File: config.mk
export PLATFORM = sky130hd
export DESIGN_NAME = apb_cmd_master
export DESIGN_NICKNAME = d
export VERILOG_FILES = /design/src/rtl/apb_cmd_master.sv
export SDC_FILE = /design/constraint.sdc
export NUM_CORES = 1
export LEC_CHECK = 0
export CORE_ASPECT_RATIO = 0.75
export CORE_MARGIN = 4
export CORE_UTILIZATION = 40
export DETAILED_ROUTE_END_ITERATION = 6
export GPL_ROUTABILITY_DRIVEN = 0
export GPL_TIMING_DRIVEN = 0
export PLACE_DENSITY = 0.89
export SETUP_SLACK_MARGIN = 0.5
export SLEW_MARGIN = 10
export SYNTH_ARGS = -nofsm -noshare
export SYNTH_HDL_FRONTEND = slang
export SYNTH_SLANG_ARGS = --single-unit
export TNS_END_PERCENT = 100
File: constraint.sdc
create_clock -name pclk -period 3.9 [get_ports pclk]
set_input_delay 0.78 -clock pclk [delete_from_list [all_inputs] [get_ports pclk]]
set_output_delay 0.78 -clock pclk [all_outputs]
set_load 0.03 [all_outputs]
File: src/rtl/apb_cmd_master.sv
// rtl/apb_cmd_master.sv - APB requester: valid/ready command in, SETUP/ACCESS with timeout, valid/ready response out
module apb_cmd_master #(
    parameter int ADDR_W         = 32,
    parameter int DATA_W         = 32,
    parameter int TIMEOUT_CYCLES = 16,
    parameter int TO_W           = 8
) (
    input  logic              pclk,
    input  logic              preset,
    input  logic              cmd_valid,
    output logic              cmd_ready,
    input  logic              cmd_write,
    input  logic [ADDR_W-1:0] cmd_addr,
    input  logic [DATA_W-1:0] cmd_wdata,
    output logic              rsp_valid,
    input  logic              rsp_ready,
    output logic [DATA_W-1:0] rsp_rdata,
    output logic              rsp_err,
    output logic              rsp_timeout,
    output logic              busy,
    output logic              psel,
    output logic              penable,
    output logic              pwrite,
    output logic [ADDR_W-1:0] paddr,
    output logic [DATA_W-1:0] pwdata,
    input  logic [DATA_W-1:0] prdata,
    input  logic              pready,
    input  logic              pslverr
);

    localparam logic [2:0] S_IDLE   = 3'd0;
    localparam logic [2:0] S_SETUP  = 3'd1;
    localparam logic [2:0] S_ACCESS = 3'd2;
    localparam logic [2:0] S_RESP   = 3'd3;

    localparam bit            TO_EN   = (TIMEOUT_CYCLES != 0);
    localparam logic [TO_W-1:0] TO_LAST = TO_W'(TIMEOUT_CYCLES - 1);

    logic [2:0]        state_q, state_d;
    logic [TO_W-1:0]   cnt_q, cnt_d;
    logic              cmd_ready_q, cmd_ready_d;
    logic              rsp_valid_q, rsp_valid_d;
    logic [DATA_W-1:0] rsp_rdata_q, rsp_rdata_d;
    logic              rsp_err_q, rsp_err_d;
    logic              rsp_timeout_q, rsp_timeout_d;
    logic              busy_q, busy_d;
    logic              psel_q, psel_d;
    logic              penable_q, penable_d;
    logic              pwrite_q, pwrite_d;
    logic [ADDR_W-1:0] paddr_q, paddr_d;
    logic [DATA_W-1:0] pwdata_q, pwdata_d;

    always_comb begin
        state_d       = state_q;
        cnt_d         = cnt_q;
        cmd_ready_d   = cmd_ready_q;
        rsp_valid_d   = rsp_valid_q;
        rsp_rdata_d   = rsp_rdata_q;
        rsp_err_d     = rsp_err_q;
        rsp_timeout_d = rsp_timeout_q;
        busy_d        = busy_q;
        psel_d        = psel_q;
        penable_d     = penable_q;
        pwrite_d      = pwrite_q;
        paddr_d       = paddr_q;
        pwdata_d      = pwdata_q;

        case (state_q)
            S_IDLE: begin
                cmd_ready_d = 1'b1;
                busy_d      = 1'b0;
                if (cmd_valid && cmd_ready_q) begin
                    pwrite_d    = cmd_write;
                    paddr_d     = cmd_addr;
                    pwdata_d    = cmd_wdata;
                    psel_d      = 1'b1;
                    penable_d   = 1'b0;
                    cmd_ready_d = 1'b0;
                    busy_d      = 1'b1;
                    state_d     = S_SETUP;
                end
            end
            S_SETUP: begin
                penable_d = 1'b1;
                cnt_d     = '0;
                state_d   = S_ACCESS;
            end
            S_ACCESS: begin
                // pready takes priority over an expiring timeout in the same cycle
                if (pready) begin
                    psel_d        = 1'b0;
                    penable_d     = 1'b0;
                    rsp_err_d     = pslverr;
                    rsp_timeout_d = 1'b0;
                    rsp_rdata_d   = (!pwrite_q && !pslverr) ? prdata : '0;
                    rsp_valid_d   = 1'b1;
                    state_d       = S_RESP;
                end else if (TO_EN) begin
                    if (cnt_q == TO_LAST) begin
                        psel_d        = 1'b0;
                        penable_d     = 1'b0;
                        rsp_err_d     = 1'b1;
                        rsp_timeout_d = 1'b1;
                        rsp_rdata_d   = '0;
                        rsp_valid_d   = 1'b1;
                        state_d       = S_RESP;
                    end else begin
                        cnt_d = cnt_q + TO_W'(1);
                    end
                end
            end
            S_RESP: begin
                if (rsp_ready) begin
                    rsp_valid_d = 1'b0;
                    cmd_ready_d = 1'b1;
                    busy_d      = 1'b0;
                    state_d     = S_IDLE;
                end
            end
            default: begin
                state_d       = S_IDLE;
                cnt_d         = '0;
                cmd_ready_d   = 1'b0;
                rsp_valid_d   = 1'b0;
                rsp_rdata_d   = '0;
                rsp_err_d     = 1'b0;
                rsp_timeout_d = 1'b0;
                busy_d        = 1'b0;
                psel_d        = 1'b0;
                penable_d     = 1'b0;
                pwrite_d      = 1'b0;
                paddr_d       = '0;
                pwdata_d      = '0;
            end
        endcase
    end

    always_ff @(posedge pclk) begin
        if (preset) begin
            state_q       <= S_IDLE;
            cnt_q         <= '0;
            cmd_ready_q   <= 1'b0;
            rsp_valid_q   <= 1'b0;
            rsp_rdata_q   <= '0;
            rsp_err_q     <= 1'b0;
            rsp_timeout_q <= 1'b0;
            busy_q        <= 1'b0;
            psel_q        <= 1'b0;
            penable_q     <= 1'b0;
            pwrite_q      <= 1'b0;
            paddr_q       <= '0;
            pwdata_q      <= '0;
        end else begin
            state_q       <= state_d;
            cnt_q         <= cnt_d;
            cmd_ready_q   <= cmd_ready_d;
            rsp_valid_q   <= rsp_valid_d;
            rsp_rdata_q   <= rsp_rdata_d;
            rsp_err_q     <= rsp_err_d;
            rsp_timeout_q <= rsp_timeout_d;
            busy_q        <= busy_d;
            psel_q        <= psel_d;
            penable_q     <= penable_d;
            pwrite_q      <= pwrite_d;
            paddr_q       <= paddr_d;
            pwdata_q      <= pwdata_d;
        end
    end

    assign cmd_ready   = cmd_ready_q;
    assign rsp_valid   = rsp_valid_q;
    assign rsp_rdata   = rsp_rdata_q;
    assign rsp_err     = rsp_err_q;
    assign rsp_timeout = rsp_timeout_q;
    assign busy        = busy_q;
    assign psel        = psel_q;
    assign penable     = penable_q;
    assign pwrite      = pwrite_q;
    assign paddr       = paddr_q;
    assign pwdata      = pwdata_q;

endmodule

==> impl_metrics.prom, run 1 <==
# TYPE chip_impl_metric gauge
chip_impl_metric{name="detail_route.first_pass.iterations",unit=""} 5
chip_impl_info{name="ys_top_cells_by_area",value="sky130_fd_sc_hd__dfxtp_1 51%, sky130_fd_sc_hd__a22oi_1 11%, sky130_fd_sc_hd__nor2_1 6.0%"} 1
chip_impl_metric{name="final.period_utilization",unit=""} 0.5902
chip_impl_metric{name="num_vias",unit=""} 4604
chip_impl_metric{name="synth-edff-count",unit=""} 0
chip_impl_metric{name="dpl.hpwl",unit="microns"} 10800
chip_impl_metric{name="routed_wire_length_per_instance",unit="microns"} 17.21
chip_impl_metric{name="synth.lib_cells_used.distinct",unit=""} 44
chip_impl_info{name="worst_path_max_delay_cell",value="sky130_fd_sc_hd__clkdlybuf4s50_1"} 1
chip_impl_metric{name="cts-resized-gates",unit=""} 0
chip_impl_metric{name="ff_latch_area",unit="sq um"} 2282
chip_impl_metric{name="fp.dieW",unit="microns"} 129.6
chip_impl_info{name="rsz0062_at_grt",value="no"} 1
chip_impl_metric{name="synth_area_per_cell",unit="sq um"} 9.186
chip_impl_metric{name="detail_route.vias_per_cell",unit=""} 5.360
chip_impl_info{name="critical_path.cell_chain",value="clkdlybuf4s50_1"} 1
chip_impl_metric{name="worst_skew_pair.late_latency",unit="ns"} 0.41
chip_impl_info{name="outcome",value="finished, final reports clean"} 1
chip_impl_metric{name="detailedPlace.worstSlack",unit="ns"} 1.257
chip_impl_metric{name="synth_area",unit="sq um"} 4437
chip_impl_metric{name="critical_path_required",unit="ns"} 3.12
chip_impl_metric{name="critical_path_depth",unit=""} 1
chip_impl_metric{name="slew_headroom",unit=""} 0.6034
chip_impl_metric{name="slowest_delay",unit="ns"} 0.73
chip_impl_metric{name="std_cell_rows",unit=""} 33
chip_impl_metric{name="ys_async_sr_fraction",unit=""} 0
chip_impl_metric{name="post-cts-setup-buffers",unit=""} 0
chip_impl_metric{name="drive_above_1_share",unit=""} 0.08484
chip_impl_metric{name="placed_cells_incl_taps",unit=""} 828
chip_impl_metric{name="cts-htree-levels",unit=""} 4
chip_impl_metric{name="grt_antenna_before_repair",unit=""} 0
chip_impl_metric{name="finish.cell_count_without_fillers",unit=""} 859
chip_impl_metric{name="drt_first_iter_violations",unit=""} 258
chip_impl_info{name="mostFrequentLayoutCell",value="sky130_fd_sc_hd__clkdlybuf4s50_1"} 1
chip_impl_metric{name="fin_skew",unit="ns"} 0.008629
chip_impl_metric{name="cp_data_arrival_time",unit="ns"} 1.52
chip_impl_metric{name="report.final.hold_viol_count",unit=""} 0
chip_impl_metric{name="syn-num-nets",unit=""} 593
chip_impl_metric{name="fill_cells",unit=""} 815
chip_impl_info{name="layout_common_cells",value="205 x sky130_fd_sc_hd__clkdlybuf4s50_1, 114 x sky130_fd_sc_hd__dfxtp_1, 71 x sky130_fd_sc_hd__nor2_1"} 1
chip_impl_metric{name="detail_route.wirelength",unit="microns"} 14780
chip_impl_metric{name="vertical_die_dimension",unit="microns"} 99.21
chip_impl_metric{name="cts-buffers-inserted",unit=""} 17
chip_impl_metric{name="num-nets-final",unit=""} 817
chip_impl_metric{name="synth_cells",unit=""} 483
chip_impl_info{name="clock-root-buffer",value="sky130_fd_sc_hd__clkbuf_16"} 1
chip_impl_metric{name="fin_crit",unit="ns"} 2.302
chip_impl_metric{name="drv_slew",unit=""} 0
chip_impl_metric{name="ys_seq_elements",unit=""} 114
chip_impl_metric{name="grt_first_pass_wirelength",unit="microns"} 23090
chip_impl_metric{name="area_delta_synth_final",unit="%"} 63.25
chip_impl_info{name="tritoncts",value="yes"} 1
chip_impl_metric{name="actual_transition_at_the_worst_max_transition_pin",unit="ns"} 0.5949
chip_impl_metric{name="cts.clk_slew.worst_paths",unit="ns"} 0.05
chip_impl_metric{name="clkSinkCount",unit=""} 114
chip_impl_metric{name="hold_depth",unit=""} 2
chip_impl_metric{name="core_region_area",unit="sq um"} 10900
chip_impl_metric{name="number_of_endpoints_failing_setup_at_the_final_stage",unit=""} 0
chip_impl_info{name="hp-class",value="reg -> reg"} 1
chip_impl_info{name="start_kind",value="register"} 1
chip_impl_metric{name="io_pins",unit=""} 207
chip_impl_metric{name="clock_path_buffers",unit=""} 2
chip_impl_metric{name="maximum_number_of_pins_on_one_net_before_global_route_repair",unit=""} 17
chip_impl_metric{name="power.leakage",unit="nW"} 2.589
chip_impl_metric{name="totalNegativeSetupSlack",unit="ns"} 0
chip_impl_metric{name="die_area",unit="sq um"} 12860
chip_impl_metric{name="multiInputGateArea",unit="sq um"} 1929
chip_impl_info{name="synth_ff_type",value="sky130_fd_sc_hd__dfxtp_1"} 1
chip_impl_metric{name="vdd.ir_drop.worst",unit="uV"} 329.4
chip_impl_metric{name="rr_worst_depth",unit=""} 7
chip_impl_metric{name="remaining_drc_errors",unit=""} 0
chip_impl_metric{name="p_per_area",unit="nW/um^2"} 590.9
chip_impl_metric{name="hold_buffers_post_cts",unit=""} 0
chip_impl_metric{name="ys_seq_area_frac",unit=""} 0.5144
chip_impl_metric{name="initial_utilization",unit=""} 0.4070
chip_impl_metric{name="synth.top_cell.area_share",unit=""} 0.5144
chip_impl_metric{name="critical_path_buf_inv_count",unit=""} 1
chip_impl_info{name="post-synth-top-area-cell",value="sky130_fd_sc_hd__dfxtp_1"} 1
chip_impl_metric{name="grt_usage",unit=""} 0.2268
chip_impl_metric{name="postLayoutSetupSlackWorst",unit="ns"} 1.598
chip_impl_metric{name="achievable_clock_frequency",unit="MHz"} 434.5
chip_impl_metric{name="detail-route-antenna-nets",unit=""} 0
chip_impl_metric{name="max_cap_violations",unit=""} 0
chip_impl_metric{name="grt-ovfl-total",unit=""} 0
chip_impl_metric{name="io_buffers",unit=""} 205
chip_impl_info{name="criticalPathCategory",value="reg -> out"} 1
chip_impl_metric{name="antennaDiodeCount",unit=""} 0
chip_impl_info{name="worst_setup_path_end_kind",value="output pin"} 1
chip_impl_metric{name="ys_warn_count",unit=""} 0
chip_impl_info{name="critical_path.top_delay_family",value="buffers and inverters"} 1
chip_impl_metric{name="vias_in_the_first_global_route",unit=""} 4601
chip_impl_metric{name="critical_path.max_fanout",unit=""} 3
-- power breakdown --
part           switching (W)  internal (W)  leakage (nW)  total, W
sequential         0.0000787       0.00130         0.922   0.00137
clock               0.000521      0.000981         0.284   0.00150
combinational       0.000855      0.000549          1.38   0.00140
-- final timing paths --
| kind | start | end | slack (ns) |
|---|---|---|---|
| hold reg to reg | rsp_rdata[29] | rsp_rdata[29] | 0.47 |
| setup / recovery | pwrite | pwrite | 1.60 |
| setup reg to reg | state_q[0] | pwdata[14] | 1.73 |
| hold / removal | rsp_rdata[29] | rsp_rdata[29] | 0.47 |
-- cell type report --
class / count / area share
flip-flops and latches: 114 / 0.3151
repair buffers: 205 / 0.2833
well taps: 140 / 0.02418
clock inverters: 10 / 0.01503
clock buffers: 21 / 0.06495
plain buffers: 44 / 0.02747
inverters: 7 / 0.003628
multi-input cells: 318 / 0.2664
-- cells in the mapped netlist (2+ instances only) --
cell	number
sky130_fd_sc_hd__a211oi_1	2
sky130_fd_sc_hd__a21bo_2	2
sky130_fd_sc_hd__a21oi_1	8
sky130_fd_sc_hd__a22oi_1	65
sky130_fd_sc_hd__a311oi_1	2
sky130_fd_sc_hd__a31oi_1	5
sky130_fd_sc_hd__buf_1	2
sky130_fd_sc_hd__buf_2	18
sky130_fd_sc_hd__clkbuf_1	20
sky130_fd_sc_hd__clkbuf_2	3
sky130_fd_sc_hd__dfxtp_1	114
sky130_fd_sc_hd__ha_1	7
sky130_fd_sc_hd__inv_1	7
sky130_fd_sc_hd__mux2i_1	2
sky130_fd_sc_hd__nand2_1	9
sky130_fd_sc_hd__nand2b_1	37
sky130_fd_sc_hd__nand3_1	5
sky130_fd_sc_hd__nand3b_1	2
sky130_fd_sc_hd__nand4_1	33
sky130_fd_sc_hd__nor2_1	71
sky130_fd_sc_hd__nor2b_1	4
sky130_fd_sc_hd__nor3_1	8
sky130_fd_sc_hd__nor3_2	2
sky130_fd_sc_hd__o21ai_0	22
sky130_fd_sc_hd__o21ai_1	12
sky130_fd_sc_hd__o32ai_1	3
-- flip-flops by register name, indices dropped and copies added, names as in the netlist --
signal,cells
pwdata,32
penable,1
pwrite,1
psel,1
busy,1
state_q,2
rsp_valid,1
cmd_ready,1
rsp_rdata,32
cnt_q,8
rsp_timeout,1
rsp_err,1
paddr,32
-- layer usage --
layer | vias to the layer above | wire (microns) | global-route usage
met1 | 2168 | 6091 | 0.2741
met5 | - | 0 | 0
met2 | 195 | 7098 | 0.3731
met4 | 0 | 541 | 0.1270
li1 | 2198 | - | -
met3 | 43 | 1052 | 0.05099
-- cells by family after synthesis --
group / after synthesis / share of synthesized area
AOI/OAI and AO/OA: 128 / 0.1974
DFF: 114 / 0.5144
muxes: 2 / 0.004512
adders and majority gates: 7 / 0.01974
and+or+nand+nor: 181 / 0.2132
buffers and inverters: 51 / 0.05076
-- per-stage QoR --
stage,util,hold slack (ns),instance area [sq um],power (W)
finish,0.6645,0.4686,7243,0.004280
global route,0.6645,0.4860,7243,0.004474
CTS,0.6645,0.4695,7243,0.004293
detailed placement,0.6113,0.4602,6664,0.002775
global placement,0.6113,0.4526,6664,0.002723
floorplan,-,0.4693,4437,0.002232
Note: power is estimated with default switching activity, not from simulation.
==> run 2: changes to the inputs <==
==> constraint.sdc (replaced) <==
create_clock -name pclk -period 2.2 [get_ports pclk]
set_input_delay 0.44 -clock pclk [delete_from_list [all_inputs] [get_ports pclk]]
set_output_delay 0.44 -clock pclk [all_outputs]
set_load 0.03 [all_outputs]
==> impl_metrics.prom, run 2 (synthesis results as in run 1) <==
# TYPE chip_impl_metric gauge
chip_impl_metric{name="slew_headroom",unit=""} 0.6106
chip_impl_metric{name="final.period_utilization",unit=""} 0.7554
chip_impl_metric{name="vertical_die_dimension",unit="microns"} 99.21
chip_impl_metric{name="clock_path_buffers",unit=""} 2
chip_impl_metric{name="detail_route.first_pass.iterations",unit=""} 5
chip_impl_info{name="worst_path_max_delay_cell",value="sky130_fd_sc_hd__dfxtp_4"} 1
chip_impl_metric{name="p_per_area",unit="nW/um^2"} 1077
chip_impl_metric{name="cp_data_arrival_time",unit="ns"} 1.91
chip_impl_metric{name="std_cell_rows",unit=""} 33
chip_impl_metric{name="initial_utilization",unit=""} 0.4070
chip_impl_info{name="outcome",value="finished, final reports clean"} 1
chip_impl_metric{name="achievable_clock_frequency",unit="MHz"} 601.7
chip_impl_metric{name="power.total",unit="W"} 0.008004
chip_impl_metric{name="drt_first_iter_violations",unit=""} 250
chip_impl_metric{name="actual_transition_at_the_worst_max_transition_pin",unit="ns"} 0.5841
chip_impl_metric{name="finalInstanceArea",unit="sq um"} 7430
chip_impl_metric{name="vias_in_the_first_global_route",unit=""} 4537
chip_impl_metric{name="drive_above_1_share",unit=""} 0.1385
chip_impl_info{name="mostFrequentLayoutCell",value="sky130_fd_sc_hd__dfxtp_1"} 1
chip_impl_metric{name="detail_route.wirelength",unit="microns"} 13970
chip_impl_metric{name="grt_usage",unit=""} 0.2121
chip_impl_metric{name="finish.cell_count_without_fillers",unit=""} 862
chip_impl_metric{name="number_of_endpoints_failing_setup_at_the_final_stage",unit=""} 0
chip_impl_metric{name="clkSinkCount",unit=""} 114
chip_impl_metric{name="grt_antenna_before_repair",unit=""} 0
chip_impl_metric{name="cts-buffers-inserted",unit=""} 17
chip_impl_info{name="worst_setup_path_end_kind",value="register"} 1
chip_impl_metric{name="placed_cell_area",unit="sq um"} 6666
chip_impl_metric{name="critical_path_required",unit="ns"} 2.45
chip_impl_metric{name="worst_skew_pair.late_latency",unit="ns"} 0.40
chip_impl_metric{name="postLayoutSetupSlackWorst",unit="ns"} 0.5380
chip_impl_metric{name="io_buffers",unit=""} 205
chip_impl_metric{name="max_cap_violations",unit=""} 0
chip_impl_metric{name="slowest_delay",unit="ns"} 0.37
chip_impl_metric{name="dpl.hpwl",unit="microns"} 10320
chip_impl_metric{name="fin_skew",unit="ns"} 0.007694
chip_impl_metric{name="detail_route.vias_per_cell",unit=""} 5.234
chip_impl_metric{name="fp.dieW",unit="microns"} 129.6
chip_impl_metric{name="drv_slew",unit=""} 0
chip_impl_info{name="start_kind",value="register"} 1
chip_impl_metric{name="maximum_number_of_pins_on_one_net_before_global_route_repair",unit=""} 17
chip_impl_info{name="critical_path.cell_chain",value="buf_12 -> ha_4 -> nor2b_4 -> a21bo_2 -> buf_6 -> a31oi_1 -> nor3_2"} 1
chip_impl_metric{name="detailedPlace.worstSlack",unit="ns"} -0.01217
chip_impl_info{name="criticalPathCategory",value="reg -> reg"} 1
chip_impl_metric{name="routed_wire_length_per_instance",unit="microns"} 16.21
chip_impl_metric{name="critical_path.max_fanout",unit=""} 10
chip_impl_metric{name="io_pins",unit=""} 207
chip_impl_info{name="layout_common_cells",value="110 x sky130_fd_sc_hd__dfxtp_1, 102 x sky130_fd_sc_hd__dlygate4sd2_1, 100 x sky130_fd_sc_hd__clkdlybuf4s50_1"} 1
chip_impl_metric{name="core_region_area",unit="sq um"} 10900
chip_impl_metric{name="cts.clk_slew.worst_paths",unit="ns"} 0.05
chip_impl_metric{name="power.leakage",unit="nW"} 3.195
chip_impl_metric{name="remaining_drc_errors",unit=""} 0
chip_impl_metric{name="num_vias",unit=""} 4512
chip_impl_metric{name="die_area",unit="sq um"} 12860
chip_impl_info{name="hp-class",value="in -> reg"} 1
chip_impl_metric{name="report.final.hold_viol_count",unit=""} 0
chip_impl_metric{name="placed_cells_incl_taps",unit=""} 828
chip_impl_info{name="tritoncts",value="yes"} 1
chip_impl_metric{name="grt_first_pass_wirelength",unit="microns"} 22160
chip_impl_metric{name="cts-htree-levels",unit=""} 4
chip_impl_metric{name="num-nets-final",unit=""} 821
chip_impl_metric{name="fin_crit",unit="ns"} 1.662
chip_impl_info{name="rsz0062_at_grt",value="yes"} 1
chip_impl_metric{name="detail-route-antenna-nets",unit=""} 0
chip_impl_metric{name="vdd.ir_drop.worst",unit="uV"} 672.8
chip_impl_metric{name="hold_ws",unit="ns"} 0.4403
chip_impl_info{name="clock-root-buffer",value="sky130_fd_sc_hd__clkbuf_16"} 1
chip_impl_metric{name="hold_buffers_post_cts",unit=""} 0
chip_impl_metric{name="antennaDiodeCount",unit=""} 0
chip_impl_metric{name="area_delta_synth_final",unit="%"} 67.46
chip_impl_metric{name="grt-ovfl-total",unit=""} 0
## run 2: cell types whose count changed in the layout (fill, tap and decap cells not counted), sizes merged
cell	previous run	this run
bufinv	2	4
clkbuf	44	41
clkdlybuf4s15	0	1
clkinvlp	2	3
dlygate4sd2	0	102
buf	21	28
clkdlybuf4s50	205	100
dlymetal6s2s	0	1
clkinv	6	3
## run 2: path summary, 6_finish.rpt
kind,cells past startpoint,end,slack [ns],start
max,7,state_q[0],0.54,state_q[1]
max reg2reg,7,state_q[0],0.54,state_q[1]
min reg2reg,2,rsp_rdata[5],0.47,rsp_rdata[5]
min,3,rsp_rdata[29],0.44,preset
## run 2: layout make-up
| type | instances | area [sq um] |
|---|---|---|
| Clock buffer | 20 | 466.7 |
| Multi-Input combinational cell | 318 | 2043 |
| Timing Repair Buffer | 209 | 1964 |
| Fill cell | 846 | 3471 |
| Tap cell | 140 | 175.2 |
| Sequential cell | 114 | 2290 |
| Inverter | 7 | 31.28 |
| Clock inverter | 10 | 157.7 |
| Buffer | 44 | 301.5 |
## run 2: per-layer routing
layer | wire length [microns] | GRT usage
met5 | 0 | 0
met4 | 230 | 0.07748
met3 | 841 | 0.05046
met2 | 6944 | 0.3628
met1 | 5957 | 0.2602
## run 2: power by group
group	switching [W]	internal [W]
registers	0.000142	0.00230
logic	0.00160	0.00110
clock network	0.000901	0.00196
total	0.00264	0.00536
## run 2: what timing repair did
| action | in CTS | in global routing |
|---|---|---|
| hold endpoints to repair | 0 | 0 |
| gates resized for setup | 133 | 67 |
| setup buffers | 3 | 1 |
| endpoints found under the setup margin | 210 | 100 |
| pin swaps | 1 | 3 |
## run 2: worst max-delay path: cells and delay by family, from the launching register on
kind	cells	cell delay [ns]
flops	1	0.37
compound gates	2	0.53
simple gates	2	0.24
fa+ha+maj	1	0.12
buf+inv	2	0.25
## run 2: through the flow
step           TNS [ns]  utilization
2_1_floorplan         0            -
3_3_place_gp          0       0.6116
3_5_place_dp   -0.02113       0.6116
4_1_cts               0       0.6659
5_1_grt               0       0.6816
6_report              0       0.6816
==> run 3: changes to the inputs <==
==> constraint.sdc (replaced) <==
create_clock -name pclk -period 1.7 [get_ports pclk]
set_input_delay 0.34 -clock pclk [delete_from_list [all_inputs] [get_ports pclk]]
set_output_delay 0.34 -clock pclk [all_outputs]
set_load 0.03 [all_outputs]
==> impl_metrics.prom, run 3 (synthesis results as in run 1) <==
# TYPE chip_impl_metric gauge
chip_impl_info{name="rsz0062_at_grt",value="yes"} 1
chip_impl_metric{name="vias_in_the_first_global_route",unit=""} 5292
chip_impl_metric{name="max_cap_violations",unit=""} 0
chip_impl_metric{name="grt-ovfl-total",unit=""} 0
chip_impl_metric{name="cts-htree-levels",unit=""} 4
chip_impl_metric{name="routed_wire_length_per_instance",unit="microns"} 22.13
chip_impl_info{name="hp-class",value="in -> reg"} 1
chip_impl_metric{name="vertical_die_dimension",unit="microns"} 99.21
chip_impl_info{name="criticalPathCategory",value="reg -> reg"} 1
chip_impl_metric{name="totalNegativeSetupSlack",unit="ns"} 0
chip_impl_metric{name="die_area",unit="sq um"} 12860
chip_impl_metric{name="detail-route-antenna-nets",unit=""} 0
chip_impl_metric{name="detail_route.first_pass.iterations",unit=""} 7
chip_impl_info{name="clock-root-buffer",value="sky130_fd_sc_hd__clkbuf_16"} 1
chip_impl_metric{name="actual_transition_at_the_worst_max_transition_pin",unit="ns"} 0.6720
chip_impl_info{name="outcome",value="finished, final reports clean"} 1
chip_impl_metric{name="num-nets-final",unit=""} 931
chip_impl_metric{name="fin_skew",unit="ns"} 0.01157
chip_impl_info{name="mostFrequentLayoutCell",value="sky130_fd_sc_hd__buf_6"} 1
chip_impl_metric{name="detail_route.vias_per_cell",unit=""} 5.643
chip_impl_metric{name="num_vias",unit=""} 5491
chip_impl_metric{name="achievable_clock_frequency",unit="MHz"} 601.2
chip_impl_metric{name="power.leakage",unit="nW"} 3.847
chip_impl_metric{name="fill_cells",unit=""} 449
chip_impl_metric{name="io_pins",unit=""} 207
chip_impl_metric{name="initial_utilization",unit=""} 0.4070
chip_impl_info{name="worst_setup_path_end_kind",value="register"} 1
chip_impl_info{name="critical_path.cell_chain",value="inv_6 -> ha_4 -> nor2b_4 -> a21bo_4 -> and2_4 -> clkbuf_16 -> o21ai_2"} 1
chip_impl_metric{name="detail_route.wirelength",unit="microns"} 21530
chip_impl_metric{name="vdd.ir_drop.worst",unit="uV"} 1001
chip_impl_metric{name="clkSinkCount",unit=""} 114
chip_impl_metric{name="report.final.hold_viol_count",unit=""} 0
chip_impl_metric{name="critical_path.max_fanout",unit=""} 6
chip_impl_info{name="layout_common_cells",value="116 x sky130_fd_sc_hd__buf_6, 104 x sky130_fd_sc_hd__dfxtp_2, 100 x sky130_fd_sc_hd__clkdlybuf4s50_1"} 1
chip_impl_metric{name="slew_headroom",unit=""} 0.5520
chip_impl_metric{name="cts-buffers-inserted",unit=""} 17
chip_impl_metric{name="fp.dieW",unit="microns"} 129.6
chip_impl_metric{name="grt_first_pass_wirelength",unit="microns"} 27810
chip_impl_metric{name="antennaDiodeCount",unit=""} 0
chip_impl_metric{name="core_region_area",unit="sq um"} 10900
chip_impl_metric{name="cts.clk_slew.worst_paths",unit="ns"} 0.06
chip_impl_metric{name="drt_first_iter_violations",unit=""} 367
chip_impl_metric{name="cp_data_arrival_time",unit="ns"} 2.00
chip_impl_metric{name="io_buffers",unit=""} 205
chip_impl_metric{name="number_of_endpoints_failing_setup_at_the_final_stage",unit=""} 0
chip_impl_metric{name="critical_path_buf_inv_count",unit=""} 2
chip_impl_metric{name="worst_skew_pair.late_latency",unit="ns"} 0.41
chip_impl_metric{name="final_core_utilization",unit=""} 0.8686
chip_impl_metric{name="grt_antenna_before_repair",unit=""} 0
chip_impl_info{name="worst_path_max_delay_cell",value="sky130_fd_sc_hd__dfxtp_4"} 1
chip_impl_metric{name="power.total",unit="W"} 0.01302
chip_impl_metric{name="placed_cells_incl_taps",unit=""} 828
chip_impl_metric{name="drv_slew",unit=""} 0
chip_impl_metric{name="fin_crit",unit="ns"} 1.663
chip_impl_metric{name="final.period_utilization",unit=""} 0.9784
chip_impl_info{name="tritoncts",value="yes"} 1
chip_impl_metric{name="grt_usage",unit=""} 0.2730
chip_impl_metric{name="slowest_delay",unit="ns"} 0.36
chip_impl_metric{name="maximum_number_of_pins_on_one_net_before_global_route_repair",unit=""} 17
chip_impl_metric{name="p_per_area",unit="nW/um^2"} 1376
chip_impl_info{name="start_kind",value="register"} 1
chip_impl_metric{name="hold_buffers_post_cts",unit=""} 0
chip_impl_metric{name="area_delta_synth_final",unit="%"} 113.4
chip_impl_metric{name="clock_path_buffers",unit=""} 2
chip_impl_metric{name="finish.cell_count_without_fillers",unit=""} 973
chip_impl_metric{name="drive_above_1_share",unit=""} 0.6242
chip_impl_metric{name="dpl.hpwl",unit="microns"} 11010
chip_impl_info{name="critical_path.top_delay_family",value="compound AO/OA/AOI/OAI gates"} 1
chip_impl_metric{name="critical_path_required",unit="ns"} 2.04
chip_impl_metric{name="std_cell_rows",unit=""} 33
chip_impl_metric{name="remaining_drc_errors",unit=""} 0
run 3: area by class of cell:
cell class              count  area [sq um]  area share
repair buffers            319          3156      0.3333
plain buffers              44         486.7     0.05141
multi-input cells         318          2569      0.2713
inverters                   7         38.79    0.004097
well taps                 140         175.2     0.01850
clock buffers              21         480.5     0.05075
clock inverters            10         131.4     0.01388
flip-flops and latches    114          2431      0.2568
run 3: worst paths after layout:
check	from	to	slack, ns	cells after the start
worst max-delay path	state_q[0]	rsp_rdata[6]	0.04	7
worst min-delay path	preset	rsp_rdata[29]	0.32	3
worst max register to register	state_q[0]	rsp_rdata[6]	0.04	7
worst min register to register	rsp_rdata[26]	rsp_rdata[26]	0.47	2
run 3: stage by stage:
stage / hold slack [ns] / setup slack [ns] / cell area [sq um]
detailed placement: 0.4606 / -0.5886 / 7138
global route: 0.3404 / -0.001315 / 9468
global placement: 0.4540 / -0.4400 / 7138
floorplan: 0.4693 / 0.1738 / 4911
finish: 0.3169 / 0.03673 / 9468
CTS: 0.2936 / 0.1388 / 8615
run 3: repair_timing:
item,4_1_cts,5_1_grt
setup buffers,66,41
endpoints found under the setup margin,218,218
cloned,1,6
resized for setup,853,144
pin swaps,4,39
run 3: worst reg2reg max path, cell delays in order (launching register included):
cell and delay, ns:
sky130_fd_sc_hd__dfxtp_4 0.36, sky130_fd_sc_hd__inv_6 0.07, sky130_fd_sc_hd__ha_4 0.16, sky130_fd_sc_hd__nor2b_4 0.17, sky130_fd_sc_hd__a21bo_4 0.28, sky130_fd_sc_hd__and2_4 0.22
sky130_fd_sc_hd__clkbuf_16 0.17, sky130_fd_sc_hd__o21ai_2 0.15
run 3: where the power goes:
group / leakage, nW / internal (W) / total, W / switching, W
Combinational: 2.57 / 0.00296 / 0.00596 / 0.00300
Sequential: 0.977 / 0.00304 / 0.00332 / 0.000273
Clock: 0.304 / 0.00244 / 0.00375 / 0.00131
run 3: metal layers:
metal,GRT usage,up-vias,part of all wire
li1,-,2422,-
met1,0.3130,2707,0.37
met2,0.4824,294,0.51
met3,0.08374,68,0.077
met4,0.09265,0,0.034
met5,0,-,0
